## config.mk

```make
export PLATFORM = sky130hd
export DESIGN_NAME = usb_tx_timer_flat
export DESIGN_NICKNAME = d
export VERILOG_FILES = /design/src/rtl/usb_tx_timer_if.sv /design/src/rtl/usb_tx_timer.sv /design/src/flat_wrapper.sv
export SDC_FILE = /design/constraint.sdc
export NUM_CORES = 1
export LEC_CHECK = 0
export BUFFER_PORTS_ARGS = -buffer_cell sky130_fd_sc_hd__buf_4
export CAP_MARGIN = 15
export CELL_PAD_IN_SITES_DETAIL_PLACEMENT = 0
export CELL_PAD_IN_SITES_GLOBAL_PLACEMENT = 1
export CORE_AREA = 2 2 39 41
export DETAILED_ROUTE_END_ITERATION = 10
export DIE_AREA = 0 0 41 43
export PLACE_DENSITY_LB_ADDON = 0.1
export REMOVE_ABC_BUFFERS = 1
export SLEW_MARGIN = 20
export SYNTH_ARGS = -nofsm -noshare
export SYNTH_HDL_FRONTEND = slang
export SYNTH_SLANG_ARGS = --single-unit
```

## constraint.sdc

```tcl
create_clock -name clk -period 3.15 [get_ports clk]
set_input_delay 0.945 -clock clk [delete_from_list [all_inputs] [get_ports clk]]
set_output_delay 0.945 -clock clk [all_outputs]
set_load 0.01 [all_outputs]
```

## src/rtl/usb_tx_timer_if.sv

```systemverilog
// Handshake bundle between the TX controller / bit stuffer (master) and the
// transmit bit/byte timer (slave).
interface usb_tx_timer_if #(
  parameter int unsigned BITS_PER_BYTE = 8
);
  localparam int unsigned BIT_W = $clog2(BITS_PER_BYTE);

  logic             start;
  logic             stop;
  logic             stuff_req;
  logic             busy;
  logic             bit_strobe;
  logic             byte_done;
  logic             load_byte;
  logic [BIT_W-1:0] bit_count;

  modport master (
    output start, stop, stuff_req,
    input  busy, bit_strobe, byte_done, load_byte, bit_count
  );

  modport slave (
    input  start, stop, stuff_req,
    output busy, bit_strobe, byte_done, load_byte, bit_count
  );
endinterface

```

## src/rtl/usb_tx_timer.sv

```systemverilog
// USB full-speed transmit timing: one strobe per bit period, bit position within
// the byte, stuffed-bit hold, per-byte load requests and byte-aligned stop.
module usb_tx_timer #(
  parameter int unsigned CLKS_PER_BIT  = 8,
  parameter int unsigned BITS_PER_BYTE = 8
) (
  input  logic          clk,
  input  logic          n_rst,
  usb_tx_timer_if.slave bus
);
  localparam int unsigned CNT_W = $clog2(CLKS_PER_BIT);
  localparam int unsigned BIT_W = $clog2(BITS_PER_BYTE);
  localparam logic [CNT_W-1:0] CLK_LAST = CNT_W'(CLKS_PER_BIT - 1);
  localparam logic [BIT_W-1:0] BIT_LAST = BIT_W'(BITS_PER_BYTE - 1);

  typedef enum logic {IDLE, RUN} state_t;

  state_t           state;
  logic [CNT_W-1:0] clk_cnt;
  logic [BIT_W-1:0] bit_cnt;
  logic             stop_pend;
  logic             load_byte;
  logic             bit_strobe;
  logic             byte_done;

  // Decodes of registered state; stuff_req only matters on strobe cycles.
  assign bit_strobe = (state == RUN) && (clk_cnt == CLK_LAST);
  assign byte_done  = bit_strobe && !bus.stuff_req && (bit_cnt == BIT_LAST);

  assign bus.busy       = (state != IDLE);
  assign bus.bit_strobe = bit_strobe;
  assign bus.byte_done  = byte_done;
  assign bus.load_byte  = load_byte;
  assign bus.bit_count  = bit_cnt;

  always_ff @(posedge clk or negedge n_rst) begin
    if (!n_rst) begin
      state     <= IDLE;
      clk_cnt   <= '0;
      bit_cnt   <= '0;
      stop_pend <= 1'b0;
      load_byte <= 1'b0;
    end else begin
      load_byte <= 1'b0;
      case (state)
        IDLE: begin
          clk_cnt <= '0;
          bit_cnt <= '0;
          if (bus.start) begin
            state     <= RUN;
            load_byte <= 1'b1;
            // start+stop together: accept and send exactly one byte
            stop_pend <= bus.stop;
          end
        end
        RUN: begin
          if (bus.stop) stop_pend <= 1'b1;
          clk_cnt <= bit_strobe ? '0 : clk_cnt + CNT_W'(1);
          if (bit_strobe && !bus.stuff_req) begin
            if (byte_done) begin
              bit_cnt <= '0;
              if (stop_pend || bus.stop) begin
                state     <= IDLE;
                stop_pend <= 1'b0;
                clk_cnt   <= '0;
              end else begin
                load_byte <= 1'b1;
              end
            end else begin
              bit_cnt <= bit_cnt + BIT_W'(1);
            end
          end
        end
        default: state <= IDLE;
      endcase
    end
  end
endmodule

```

## src/flat_wrapper.sv

```systemverilog
// flat-port wrapper written by rule: the top's interface ports become plain ports
module usb_tx_timer_flat 
#(
  parameter int unsigned CLKS_PER_BIT  = 8,
  parameter int unsigned BITS_PER_BYTE = 8
)
  (clk, n_rst, bus_start, bus_stop, bus_stuff_req, bus_busy, bus_bit_strobe, bus_byte_done, bus_load_byte, bus_bit_count);
  usb_tx_timer_if #(.BITS_PER_BYTE(BITS_PER_BYTE)) bus_i ();
  input  logic clk;
  input  logic n_rst;
  input wire logic [$bits(bus_i.start)-1:0] bus_start;
  input wire logic [$bits(bus_i.stop)-1:0] bus_stop;
  input wire logic [$bits(bus_i.stuff_req)-1:0] bus_stuff_req;
  output wire logic [$bits(bus_i.busy)-1:0] bus_busy;
  output wire logic [$bits(bus_i.bit_strobe)-1:0] bus_bit_strobe;
  output wire logic [$bits(bus_i.byte_done)-1:0] bus_byte_done;
  output wire logic [$bits(bus_i.load_byte)-1:0] bus_load_byte;
  output wire logic [$bits(bus_i.bit_count)-1:0] bus_bit_count;
  assign bus_i.start = bus_start;
  assign bus_i.stop = bus_stop;
  assign bus_i.stuff_req = bus_stuff_req;
  assign bus_busy = bus_i.busy;
  assign bus_bit_strobe = bus_i.bit_strobe;
  assign bus_byte_done = bus_i.byte_done;
  assign bus_load_byte = bus_i.load_byte;
  assign bus_bit_count = bus_i.bit_count;
  usb_tx_timer #(.CLKS_PER_BIT(CLKS_PER_BIT), .BITS_PER_BYTE(BITS_PER_BYTE)) u_core (.clk(clk), .n_rst(n_rst), .bus(bus_i));
endmodule
```

### Word-level counts from Yosys, hierarchy flattened

Index checks and enable logic that the tools add are counted.

| storage, ports and cells | value |
|---|---|
| output and inout port bits | 7 |
| logic and storage cells | 39 |
| flip-flop bits (word level) | 9 |
| bits of input ports | 5 |

| operators by class | value |
|---|---|
| bitwise operators | 1 |
| add/sub/neg operators | 2 |
| reductions and logical operators | 5 |
| multiplexer cells | 22 |
| equal/unequal tests | 4 |

Operators with widths:

| kind | count |
|---|---|
| two-way mux 3 bit | 6 |
| case mux 3 bit (2 select lines) | 2 |
| two-way mux 1 bit | 11 |
| adder 3 x 1 -> 3 bit (second input constant) | 2 |
| == test 3 bit (second input constant) | 2 |
| case mux 1 bit (2 select lines) | 3 |
| inequality test 2 bit (second input constant) | 2 |
| logical AND 1 bit | 3 |
| zero test 1 bit | 1 |
| logical OR 1 bit | 1 |
| inverter 1 bit | 1 |

### Depth between registers and ports, before layout

Gate-level depths: netlist (run 1).

| depth | value |
|---|---|
| word-level depth | 7 |
| mapped depth | 5 |
| depth with buffers taken out | 5 |

### Least setup slack after synthesis (run 1)

No wires, ideal clock.

| timing | value |
|---|---|
| path type | input port to output port |
| start | input port bus_stuff_req |
| end | output port bus_byte_done |
| arrival time | 1.280 ns |
| required time | 2.205 ns |
| buffers on the path | 0 |
| stages | 1 |
| path slack | 0.925 ns |
| cells stage by stage | and4b_4 |

| between the ends | value |
|---|---|
| cells in the longest elaborated chain, start to end | 3 |

RTL lines:

| what | line | text |
|---|---|---|
| start: declaration | flat_wrapper.sv:13 | `input wire logic [$bits(bus_i.stuff_req)-1:0] bus_stuff_req;` |
| zero test 1 bit | usb_tx_timer.sv:28 | `assign byte_done = bit_strobe && !bus.stuff_req && (bit_cnt == BIT_LAST);` |
| logical AND 1 bit (2 in series) | usb_tx_timer.sv:28 |  |
| end: declaration | flat_wrapper.sv:16 | `output wire logic [$bits(bus_i.byte_done)-1:0] bus_byte_done;` |

Every way passes these cells.

### Worst setup path after layout (run 1)

Ends and elaborated chain as after synthesis.

==> results of run 1 <==
cell type report:
type / instances / area [µm²] / area share (%)
Tap cell: 16 / 20.0 / 3.57
Multi-Input combinational cell: 26 / 203 / 36.2
Sequential cell: 9 / 225 / 40.2
Timing Repair Buffer: 11 / 82.6 / 14.7
Inverter: 1 / 3.75 / 0.670
Clock buffer: 4 / 26.3 / 4.69
layer usage:
| layer | share of wire (%) | wire length [µm] | track usage, % | vias to the layer above |
|---|---|---|---|---|
| li1 | - | - | - | 159 |
| met1 | 43 | 340 | 12.4 | 159 |
| met2 | 49 | 384 | 17.8 | 9 |
| met3 | 7.0 | 55 | 4.71 | 2 |
| met4 | 1.3 | 10 | 12.0 | 0 |
| met5 | 0 | 0 | 0 | - |
registers in the layout (all words and copies together) (netlist names):
signal and cells:
u_core.stop_pend 1, u_core.bus.load_byte 1, u_core.bus.busy 1, u_core.bus.bit_count 3
u_core.clk_cnt 3
stage by stage:
step                util [%]  setup WS, ns  std cells
floorplan                  -         0.925         36
global placement        38.6         0.683         63
detailed placement      38.6         0.681         63
CTS                     40.5         0.680         67
global route            40.5         0.642         67
finish                  40.5         0.686         67
path summary, 6_finish.rpt:
check,startpoint,end,cells past startpoint
max,bus_stuff_req,bus_byte_done,3
min,u_core.clk_cnt[0]$_DFF_PN0_,u_core.clk_cnt[0]$_DFF_PN0_,1
max reg2reg,u_core.clk_cnt[0]$_DFF_PN0_,u_core.bus.bit_count[0]$_DFFE_PN0P_,5
min reg2reg,u_core.clk_cnt[0]$_DFF_PN0_,u_core.clk_cnt[0]$_DFF_PN0_,1
max in group asynchronous,n_rst,u_core.bus.bit_count[0]$_DFFE_PN0P_,1
min in group asynchronous,n_rst,u_core.stop_pend$_DFFE_PN0P_,1
cells in the final DEF, fill, tap and decap left out, drive strengths merged, types with 2 or more instances in the layout:
cell type  Yosys  layout
buf            0      11
dfrtp          9       9
ha             4       4
clkbuf         1       4
nor2b          3       3
and2           2       2
and3b          2       2
nor2           2       2
mux2i          2       2
o21ai          2       2
worst register-to-register path: stages (launching register included):
cell	delay (ns)
dfrtp_1	0.39
ha_1	0.20
ha_1	0.25
nand2b_1	0.18
mux2i_1	0.21
nor2b_1	0.06
cells by family (layout without fill, tap and decap cells):
| kind of cell | Yosys count | in the layout | synth area share (%) |
|---|---|---|---|
| and+or+nand+nor | 15 | 15 | 23.6 |
| DFF | 9 | 9 | 51.7 |
| AOI/OAI and AO/OA | 5 | 5 | 6.89 |
| adders and majority gates | 4 | 4 | 11.5 |
| muxes | 2 | 2 | 4.60 |
| buffers and inverters | 2 | 16 | 1.72 |
where the power goes:
group,internal [mW],switching (mW)
combinational,0.0863,0.0670
clock,0.0487,0.0384
sequential,0.153,0.0218
==> metrics.sh, run 1 <==
OUTCOME='finished, final reports clean'
DETAIL_ROUTE.WIRELENGTH_UM=790
POST-SYNTH-TOP-AREA-CELL='dfrtp_1'
CRIT_PATH_CELL_TRACE='buf_4, and4b_4, buf_4'
DIE-HEIGHT_UM=43
WORST_PATH_DOMINANT_CELL_FAMILY='simple AND/OR/NAND/NOR gates'
TIMING_HOLD_VIOLATIONS_FINAL=0
PIN_COUNT=12
PLACEMENT.IO_BUFFERS=11
SETUP.WORST_PATH.END_CLASS='output port'
SYNTHFLOPTYPE='dfrtp_1'
PLACE_CONGESTION=0.648
GRT_FIRST_PASS_WIRELENGTH_UM=1350
POST-CTS-SETUP-BUFFER-COUNT=0
DIE_WIDTH_UM=41
FINALSETUPVIOLATIONS=0
NUMBER_OF_ROUTED_NETS_WITH_ANTENNA_VIOLATIONS=0
CRITPATHMOSTFREQUENTCELL='buf_4'
RSZ0062_AT_GRT='no'
POST_DRT_VIA_CELL_RATIO=4.91
CLOCK_LATENCY_NS=0.26
POSTLAYOUTCELLAREA_UM2=561
GR-USAGE-ALL-LAYERS_PCT=12.3
SYNTH-SEQ-CELLS=9
POWER.IR.VDD_WORST_mV=0.242
WORST-PATH-MAX-FANOUT=4
ANTENNA_CELLS_INSERTED=0
SKEW_NS=0.00706
SYNTHCELLS=37
HOLD_CLASS='reg -> reg'
WORST_PATH_LARGEST_CELL_DELAY_NS=0.34
NUMBER_OF_ANTENNA_VIOLATIONS_AT_THE_FIRST_CHECK_IN_GLOBAL_ROUTING=0
WORSTPATHBUFFERINVERTERCOUNT=2
NETLIST_AREA_UM2=435
YOSYSMOSTFREQUENTCELL='dfrtp_1'
PORTION_OF_THE_CLOCK_CYCLE_CONSUMED_BY_THE_WORST_PATH_IN_THE_FINAL_LAYOUT_PCT=78.2
POST_SYNTH_MOST_FREQUENT_CELLS='dfrtp_1 (9), ha_1 (4), nor2b_1 (3)'
POWER-PER-CELL-AREA_mW_PER_MM2=741
NUMBER_OF_FLOPS_MAPPED_TO_ENABLE_CELLS_BY_YOSYS=0
TIMING.CRITICAL_PATH.SLOWEST_STAGE_CELL='and4b_4'
MAXSLEWVIOLCOUNT=0
STARTPOINT_TYPE='input port'
FIN_HOLD_WS_NS=0.448
TRITONCTS.NUM_BUFFERS=3
PLACED_AREA_UM2=534
CP_DATA_ARRIVAL_TIME_NS=1.52
N_FILL_CELL=147
WORST_PIN_SLEW_NS=0.309
INITIAL_CORE_UTIL_PCT=31.5
CLOCK-ROOT-BUFFER='clkbuf_4'
HOLD_BUFFERS=0
CLOCK_SINK_COUNT=9
TOTALPOWERFINAL_mW=0.416
TIMING.MAX_CAP.VIOLATIONS=0
FINAL_CRITICAL_PATH_TIME_INCLUDING_I_O_DELAYS_AND_SETUP_NS=2.46
CORE.ROWCOUNT=14
GR-TOTAL-OVERFLOW=0
FINAL_LAYOUT_SIZE_SUFFIX_GT1_SHARE_PCT=29.4
ROUTEDWLPERCELL_UM=11.8
REQUIRED_TIME_REPORTED_FOR_THE_CRITICAL_PATH_ENDPOINT_NS=2.20
CLKTRANSATPATHREGS_NS=0.06
DRT_FIRST_ITER_VIOLATIONS=0
YS_SEQ_AREA_SHARE_PCT=51.7
DRC=0
SYNTH_TOP_AREA_SHARE_PCT=51.7
YOSYSUNIQUECELLTYPES=20
CORE-AREA_MM2=0.00138
DIE-AREA_MM2=0.00176
TIMING_WORST_SETUP_PATH_TYPE='in -> out'
TOTALNEGATIVESETUPSLACK_NS=0
VIA_COUNT_OF_THE_ROUTED_DESIGN=329
DESIGN.FINAL.NETS=61
YOSYSWARNINGCOUNT=0
SYNTH_TOP_CELLS_BY_AREA='dfrtp_1 (52%), ha_1 (11%), mux2i_1 (4.6%), nor2b_1 (4.3%), and3b_1 (4.0%)'
CLOCK_TREE_FROM_TRITONCTS='built'
POST_CTS_RESIZE_COUNT=0
H_TREE_LEVEL_COUNT=1
R2R_SETUP_SLACK_NS=1.74
FMAX_MHz=406
CTS-ROOT-TO-SINK-BUFFERS=2
FIRST_GLOBAL_VIAS=330
RELSLEWSLACK_PCT=79.4
SYNTH_AREA_PER_CELL_UM2=11.8
P_LEAK_nW=0.277
AREA.GROWTH.SYNTH_TO_FINAL_PCT=28.7
DRTPASS1ITERATIONS=1
POSTSYNTH.ASYNCRESETSHARE_PCT=100
GRT_START_MAX_NET_PINS=13
Note: power is estimated with default switching activity, not from simulation.
==> run 2, diff against run 1 <==
--- a/config.mk
+++ b/config.mk
@@ -9,9 +9,9 @@
 export CAP_MARGIN = 15
 export CELL_PAD_IN_SITES_DETAIL_PLACEMENT = 0
 export CELL_PAD_IN_SITES_GLOBAL_PLACEMENT = 1
-export CORE_AREA = 2 2 39 41
+export CORE_MARGIN = 2
+export CORE_UTILIZATION = 32
 export DETAILED_ROUTE_END_ITERATION = 10
-export DIE_AREA = 0 0 41 43
 export PLACE_DENSITY_LB_ADDON = 0.1
 export REMOVE_ABC_BUFFERS = 1
 export SLEW_MARGIN = 20
==> constraint.sdc (replaced) <==
create_clock -name clk -period 2.2 [get_ports clk]
set_input_delay 0.66 -clock clk [delete_from_list [all_inputs] [get_ports clk]]
set_output_delay 0.66 -clock clk [all_outputs]
set_load 0.01 [all_outputs]
==> run 2 against run 1 <==
Against the previous run: combinational power is 39% higher; via count is 1.8% lower; routed wire length is 0.51% higher; setup slack worse by 0.58 ns; clock power is 42% higher; global-route usage is 0.48 points lower; worst hold slack worse by 0.23 ns; register-to-register slack worse by 0.93 ns; count of clock-buffer cells in the layout stayed put; critical path type is now reg -> out; largest cell class unchanged.
==> metrics.sh, run 2 (synthesis gave the netlist of run 1 again) <==
ANTENNA_CELLS_INSERTED=0
WORST_PATH_DOMINANT_CELL_FAMILY='adder cells'
WORSTPATHBUFFERINVERTERCOUNT=1
CLOCK_TREE_FROM_TRITONCTS='built'
WORST_PIN_SLEW_NS=0.304
FINAL_CRITICAL_PATH_TIME_INCLUDING_I_O_DELAYS_AND_SETUP_NS=2.09
FIRST_GLOBAL_VIAS=320
FIN_HOLD_WS_NS=0.217
TOTALNEGATIVESETUPSLACK_NS=0
AREA.GROWTH.SYNTH_TO_FINAL_PCT=29.0
H_TREE_LEVEL_COUNT=1
TRITONCTS.NUM_BUFFERS=3
RELSLEWSLACK_PCT=79.8
TIMING.MAX_CAP.VIOLATIONS=0
RSZ0062_AT_GRT='no'
DESIGN.FINAL.NETS=61
POST_DRT_VIA_CELL_RATIO=4.89
SETUP.WORST_PATH.END_CLASS='output port'
FINAL_LAYOUT_SIZE_SUFFIX_GT1_SHARE_PCT=31.4
INITIAL_CORE_UTIL_PCT=33.9
SKEW_NS=0.000904
PORTION_OF_THE_CLOCK_CYCLE_CONSUMED_BY_THE_WORST_PATH_IN_THE_FINAL_LAYOUT_PCT=95.1
FMAX_MHz=478
GRT_FIRST_PASS_WIRELENGTH_UM=1260
HIGHEST_COUNT_CELLS_IN_THE_LAYOUT_IGNORING_FILL_AND_TAPS='buf_4 (11), dfrtp_1 (9), nor2b_1 (3), ha_1 (3), clkbuf_4 (3)'
STARTPOINT_TYPE='register'
TIMING.CRITICAL_PATH.SLOWEST_STAGE_CELL='dfrtp_1'
DRT_FIRST_ITER_VIOLATIONS=3
REGAREA_UM2=225
DIE_WIDTH_UM=40.9
POWER-PER-CELL-AREA_mW_PER_MM2=1050
TIMING_WORST_SETUP_PATH_TYPE='reg -> out'
NUMBER_OF_ANTENNA_VIOLATIONS_AT_THE_FIRST_CHECK_IN_GLOBAL_ROUTING=0
HOLD_CLASS='in -> async'
PIN_COUNT=12
TIMING_HOLD_VIOLATIONS_FINAL=0
CLOCK_SINK_COUNT=9
CORE-AREA_MM2=0.00128
DETAIL_ROUTE.WIRELENGTH_UM=794
P_LEAK_nW=0.275
LAYOUT.CELLS.MOST_COMMON='buf_4'
FINISH.CELL_COUNT_WITHOUT_FILLERS=66
NUMBER_OF_ROUTED_NETS_WITH_ANTENNA_VIOLATIONS=0
POST-CTS-SETUP-BUFFER-COUNT=0
REQUIRED_TIME_REPORTED_FOR_THE_CRITICAL_PATH_ENDPOINT_NS=1.54
VIA_COUNT_OF_THE_ROUTED_DESIGN=323
CP_DATA_ARRIVAL_TIME_NS=1.43
WORST-PATH-MAX-FANOUT=4
CRIT_PATH_CELL_TRACE='ha_1, ha_1, and4b_4, buf_4'
CORE.ROWCOUNT=13
DRC=0
FINALSETUPVIOLATIONS=0
WORST_PATH_LARGEST_CELL_DELAY_NS=0.41
DIE-HEIGHT_UM=40.9
OUTCOME='finished, final reports clean'
N_FILL_CELL=132
MAXSLEWVIOLCOUNT=0
CTS-ROOT-TO-SINK-BUFFERS=2
GR-TOTAL-OVERFLOW=0
PLACEMENT.IO_BUFFERS=11
DIE-AREA_MM2=0.00167
ROUTEDWLPERCELL_UM=12.0
GR-USAGE-ALL-LAYERS_PCT=11.8
PLACE_INST=62
CLKTRANSATPATHREGS_NS=0.06
PLACE_CONGESTION=0.569
DRTPASS1ITERATIONS=2
POWER.IR.VDD_WORST_mV=0.387
CRITPATHMOSTFREQUENTCELL='ha_1'
CLOCK-ROOT-BUFFER='clkbuf_4'
GRT_START_MAX_NET_PINS=13
CLOCK_LATENCY_NS=0.25
MULTI_INPUT_AREA_UM2=205
[run 2: cell counts in the layout (fill, tap and decap cells not counted)]
Identical to the previous run, type by type.
[run 2: metrics by stage]
step | cell area [µm²] | util (%) | worst slack, ns | power [mW]
after floorplan | 432 | - | 0.520 | 0.385
after global placement | 533 | 41.5 | 0.307 | 0.458
after detailed placement | 533 | 41.5 | 0.298 | 0.472
after CTS | 559 | 43.5 | 0.0406 | 0.602
after global routing | 562 | 43.7 | 0.0177 | 0.652
final | 562 | 43.7 | 0.107 | 0.588
[run 2: worst paths after layout]
kind / startpoint / endpoint / slack (ns) / depth (start not counted)
min reg2reg: u_core.clk_cnt[0]$_DFF_PN0_ / u_core.clk_cnt[0]$_DFF_PN0_ / 0.45 / 1
max in group asynchronous: n_rst / u_core.bus.bit_count[2]$_DFFE_PN0P_ / 1.85 / 1
min: n_rst / u_core.bus.bit_count[1]$_DFFE_PN0P_ / 0.22 / 1
max reg2reg: u_core.bus.bit_count[0]$_DFFE_PN0P_ / u_core.bus.bit_count[2]$_DFFE_PN0P_ / 0.81 / 5
max: u_core.bus.bit_count[0]$_DFFE_PN0P_ / bus_byte_done / 0.11 / 4
min in group clk: u_core.clk_cnt[0]$_DFF_PN0_ / u_core.clk_cnt[0]$_DFF_PN0_ / 0.45 / 1
[run 2: final cells by class]
type,count,share of cell area [%]
flip-flops and latches,9,40.1
multi-input cells,26,36.5
repair buffers,11,14.7
clock buffers,4,4.68
well taps,15,3.34
inverters,1,0.668
[run 2: what timing repair did]
action | in CTS | in global routing
gates resized for setup | 0 | 1
endpoints found under the hold margin | 0 | 0
setup endpoints to repair | 0 | 1
hold buffers | 0 | 0
[run 2: metal layers]
| metal | part of all wire [%] | vias to the layer above | track usage [%] | wire (µm) |
|---|---|---|---|---|
| met5 | 0 | - | 0 | 0 |
| met4 | 0 | 0 | 5.00 | 0 |
| met3 | 5.2 | 0 | 4.89 | 41 |
| met2 | 53 | 8 | 18.4 | 424 |
| met1 | 41 | 158 | 14.2 | 328 |
| li1 | - | 157 | - | - |
[run 2: report_power, final]
part	leakage [nW]	switching [mW]	internal, mW	total [mW]
combinational	0.155	0.0909	0.121	0.212
sequential	0.105	0.0325	0.220	0.252
clock	0.0150	0.0540	0.0697	0.124
==> run 3, diff against run 2 <==
--- a/config.mk
+++ b/config.mk
@@ -13,6 +13,7 @@
 export CORE_UTILIZATION = 32
 export DETAILED_ROUTE_END_ITERATION = 10
 export PLACE_DENSITY_LB_ADDON = 0.1
+export RECOVER_POWER = 50
 export REMOVE_ABC_BUFFERS = 1
 export SLEW_MARGIN = 20
 export SYNTH_ARGS = -nofsm -noshare
==> run 3 against run 2 <==
Against the previous run: non-clock buffer count unchanged; utilization decreased by 0.29 points; setup slack about the same; flip-flop and latch count unchanged; first-iteration DRC count unchanged; sequential power about the same; routed wire length decreased by 0.38%; global-route usage unchanged; register-to-register slack about the same; clock power about the same; critical path type unchanged; largest cell class unchanged.
==> metrics.sh, run 3 (synthesis gave the netlist of run 1 again) <==
POSTLAYOUTCELLAREA_UM2=558
POWER.IR.VDD_WORST_mV=0.387
H_TREE_LEVEL_COUNT=1
ROUTED-WL-MET2_UM=423
FIN_HOLD_WS_NS=0.338
FINAL_CORE_UTIL_PCT=43.4
REQUIRED_TIME_REPORTED_FOR_THE_CRITICAL_PATH_ENDPOINT_NS=1.54
PIN_COUNT=12
STARTPOINT_TYPE='register'
GRT_FIRST_PASS_WIRELENGTH_UM=1260
WORST_PATH_DOMINANT_CELL_FAMILY='adder cells'
FINALSETUPVIOLATIONS=0
VIA_COUNT_OF_THE_ROUTED_DESIGN=323
TRITONCTS.NUM_BUFFERS=3
TIMING.CRITICAL_PATH.SLOWEST_STAGE_CELL='dfrtp_1'
DIE-HEIGHT_UM=40.9
ROUTEDWLPERCELL_UM=12.0
HOLD_CLASS='in -> async'
RSZ0062_AT_GRT='no'
POST_DRT_VIA_CELL_RATIO=4.89
WORSTPATHBUFFERINVERTERCOUNT=1
CORE-AREA_MM2=0.00128
CRIT_PATH_CELL_TRACE='ha_1, ha_1, and4b_4, buf_4'
DRC=0
PORTION_OF_THE_CLOCK_CYCLE_CONSUMED_BY_THE_WORST_PATH_IN_THE_FINAL_LAYOUT_PCT=95.1
NUMBER_OF_ANTENNA_VIOLATIONS_AT_THE_FIRST_CHECK_IN_GLOBAL_ROUTING=0
RELSLEWSLACK_PCT=67.0
PLACED_AREA_UM2=533
SETUP.WORST_PATH.END_CLASS='output port'
CRITPATHMOSTFREQUENTCELL='ha_1'
INITIAL_CORE_UTIL_PCT=33.9
GR-USAGE-ALL-LAYERS_PCT=11.8
WORST_PATH_LARGEST_CELL_DELAY_NS=0.41
PLACE_CONGESTION=0.569
DRTPASS1ITERATIONS=2
PRECTSSETUPSLACK_NS=0.298
MAXSLEWVIOLCOUNT=0
P_LEAK_nW=0.271
DETAIL_ROUTE.WIRELENGTH_UM=791
DIE_WIDTH_UM=40.9
TIMING.MAX_CAP.VIOLATIONS=0
PLACEMENT.IO_BUFFERS=11
WORST_PIN_SLEW_NS=0.495
GRT_START_MAX_NET_PINS=13
TOTALNEGATIVESETUPSLACK_NS=0
CORE.ROWCOUNT=13
LAYOUT.CELLS.MOST_COMMON='buf_4'
TIMING.FINAL.WS_SETUP_NS=0.107
POWER-PER-CELL-AREA_mW_PER_MM2=1050
CLOCK_SINK_COUNT=9
NUMBER_OF_ROUTED_NETS_WITH_ANTENNA_VIOLATIONS=0
DIE-AREA_MM2=0.00167
CLOCK-ROOT-BUFFER='clkbuf_4'
CTS-ROOT-TO-SINK-BUFFERS=2
HOLD_BUFFERS=0
OUTCOME='finished, final reports clean'
FMAX_MHz=478
TIMING_WORST_SETUP_PATH_TYPE='reg -> out'
FINAL_CRITICAL_PATH_TIME_INCLUDING_I_O_DELAYS_AND_SETUP_NS=2.09
POST_ROUTE_M1_WL_UM=327
AREA.GROWTH.SYNTH_TO_FINAL_PCT=28.2
HIGHEST_COUNT_CELLS_IN_THE_LAYOUT_IGNORING_FILL_AND_TAPS='buf_4 (10), dfrtp_1 (9), nor2b_1 (3), ha_1 (3), clkbuf_4 (3)'
MET3_WIRELENGTH_UM=40
FIRST_GLOBAL_VIAS=320
ANTENNA_CELLS_INSERTED=0
CP_DATA_ARRIVAL_TIME_NS=1.43
GR-TOTAL-OVERFLOW=0
SKEW_NS=0.000904
CLOCK_LATENCY_NS=0.25
WORST-PATH-MAX-FANOUT=4
DESIGN.FINAL.NETS=61
FINAL_LAYOUT_SIZE_SUFFIX_GT1_SHARE_PCT=29.4
TOPROUTINGLAYERUSED='met3'
TIMING_HOLD_VIOLATIONS_FINAL=0
CLKTRANSATPATHREGS_NS=0.06
CLOCK_TREE_FROM_TRITONCTS='built'
DRT_FIRST_ITER_VIOLATIONS=3
run 3: per-stage QoR:
| step | std cells | total power [mW] |
|---|---|---|
| global placement | 62 | 0.458 |
| CTS | 66 | 0.602 |
| detailed placement | 62 | 0.472 |
| finish | 66 | 0.587 |
| global route | 66 | 0.651 |
| floorplan | 36 | 0.385 |
run 3: where the power goes:
group | leakage [nW] | total (mW) | switching, mW | internal, mW
logic | 0.151 | 0.211 | 0.0909 | 0.120
registers | 0.105 | 0.252 | 0.0325 | 0.220
clock network | 0.0150 | 0.124 | 0.0540 | 0.0697
run 3: layer usage:
metal	up-vias	track usage (%)
li1	157	-
met1	158	14.2
met2	8	18.4
met3	0	4.89
met4	0	5.00
met5	-	0
run 3: worst paths after layout:
kind | end | start | cells after the start | slack (ns)
max | bus_byte_done | u_core.bus.bit_count[0]$_DFFE_PN0P_ | 4 | 0.11
min | u_core.bus.bit_count[1]$_DFFE_PN0P_ | n_rst | 1 | 0.34
max reg2reg | u_core.bus.bit_count[2]$_DFFE_PN0P_ | u_core.bus.bit_count[0]$_DFFE_PN0P_ | 5 | 0.81
min reg2reg | u_core.clk_cnt[0]$_DFF_PN0_ | u_core.clk_cnt[0]$_DFF_PN0_ | 1 | 0.45
max in group asynchronous | u_core.bus.bit_count[2]$_DFFE_PN0P_ | n_rst | 1 | 1.53
min in group clk | u_core.clk_cnt[0]$_DFF_PN0_ | u_core.clk_cnt[0]$_DFF_PN0_ | 1 | 0.45
run 3: layout make-up:
type	instances	area, µm²
Clock buffer	4	26.3
Fill cell	134	727
Inverter	1	3.75
Multi-Input combinational cell	26	205
Sequential cell	9	225
Tap cell	15	18.8
Timing Repair Buffer	11	78.8
run 3: worst reg2reg max path, delay by kind of cell, from the launching register on:
family                   cells  cell delay, ns
adder cells (fa/ha/maj)      2            0.48
AND/OR/NAND/NOR              2            0.37
flip-flops                   1            0.41
AO/OA/AOI/OAI                1            0.07
run 3: timing repair:
item,CTS,global route
endpoints found under the setup margin,0,1
setup buffers,0,0
resized for setup,0,1
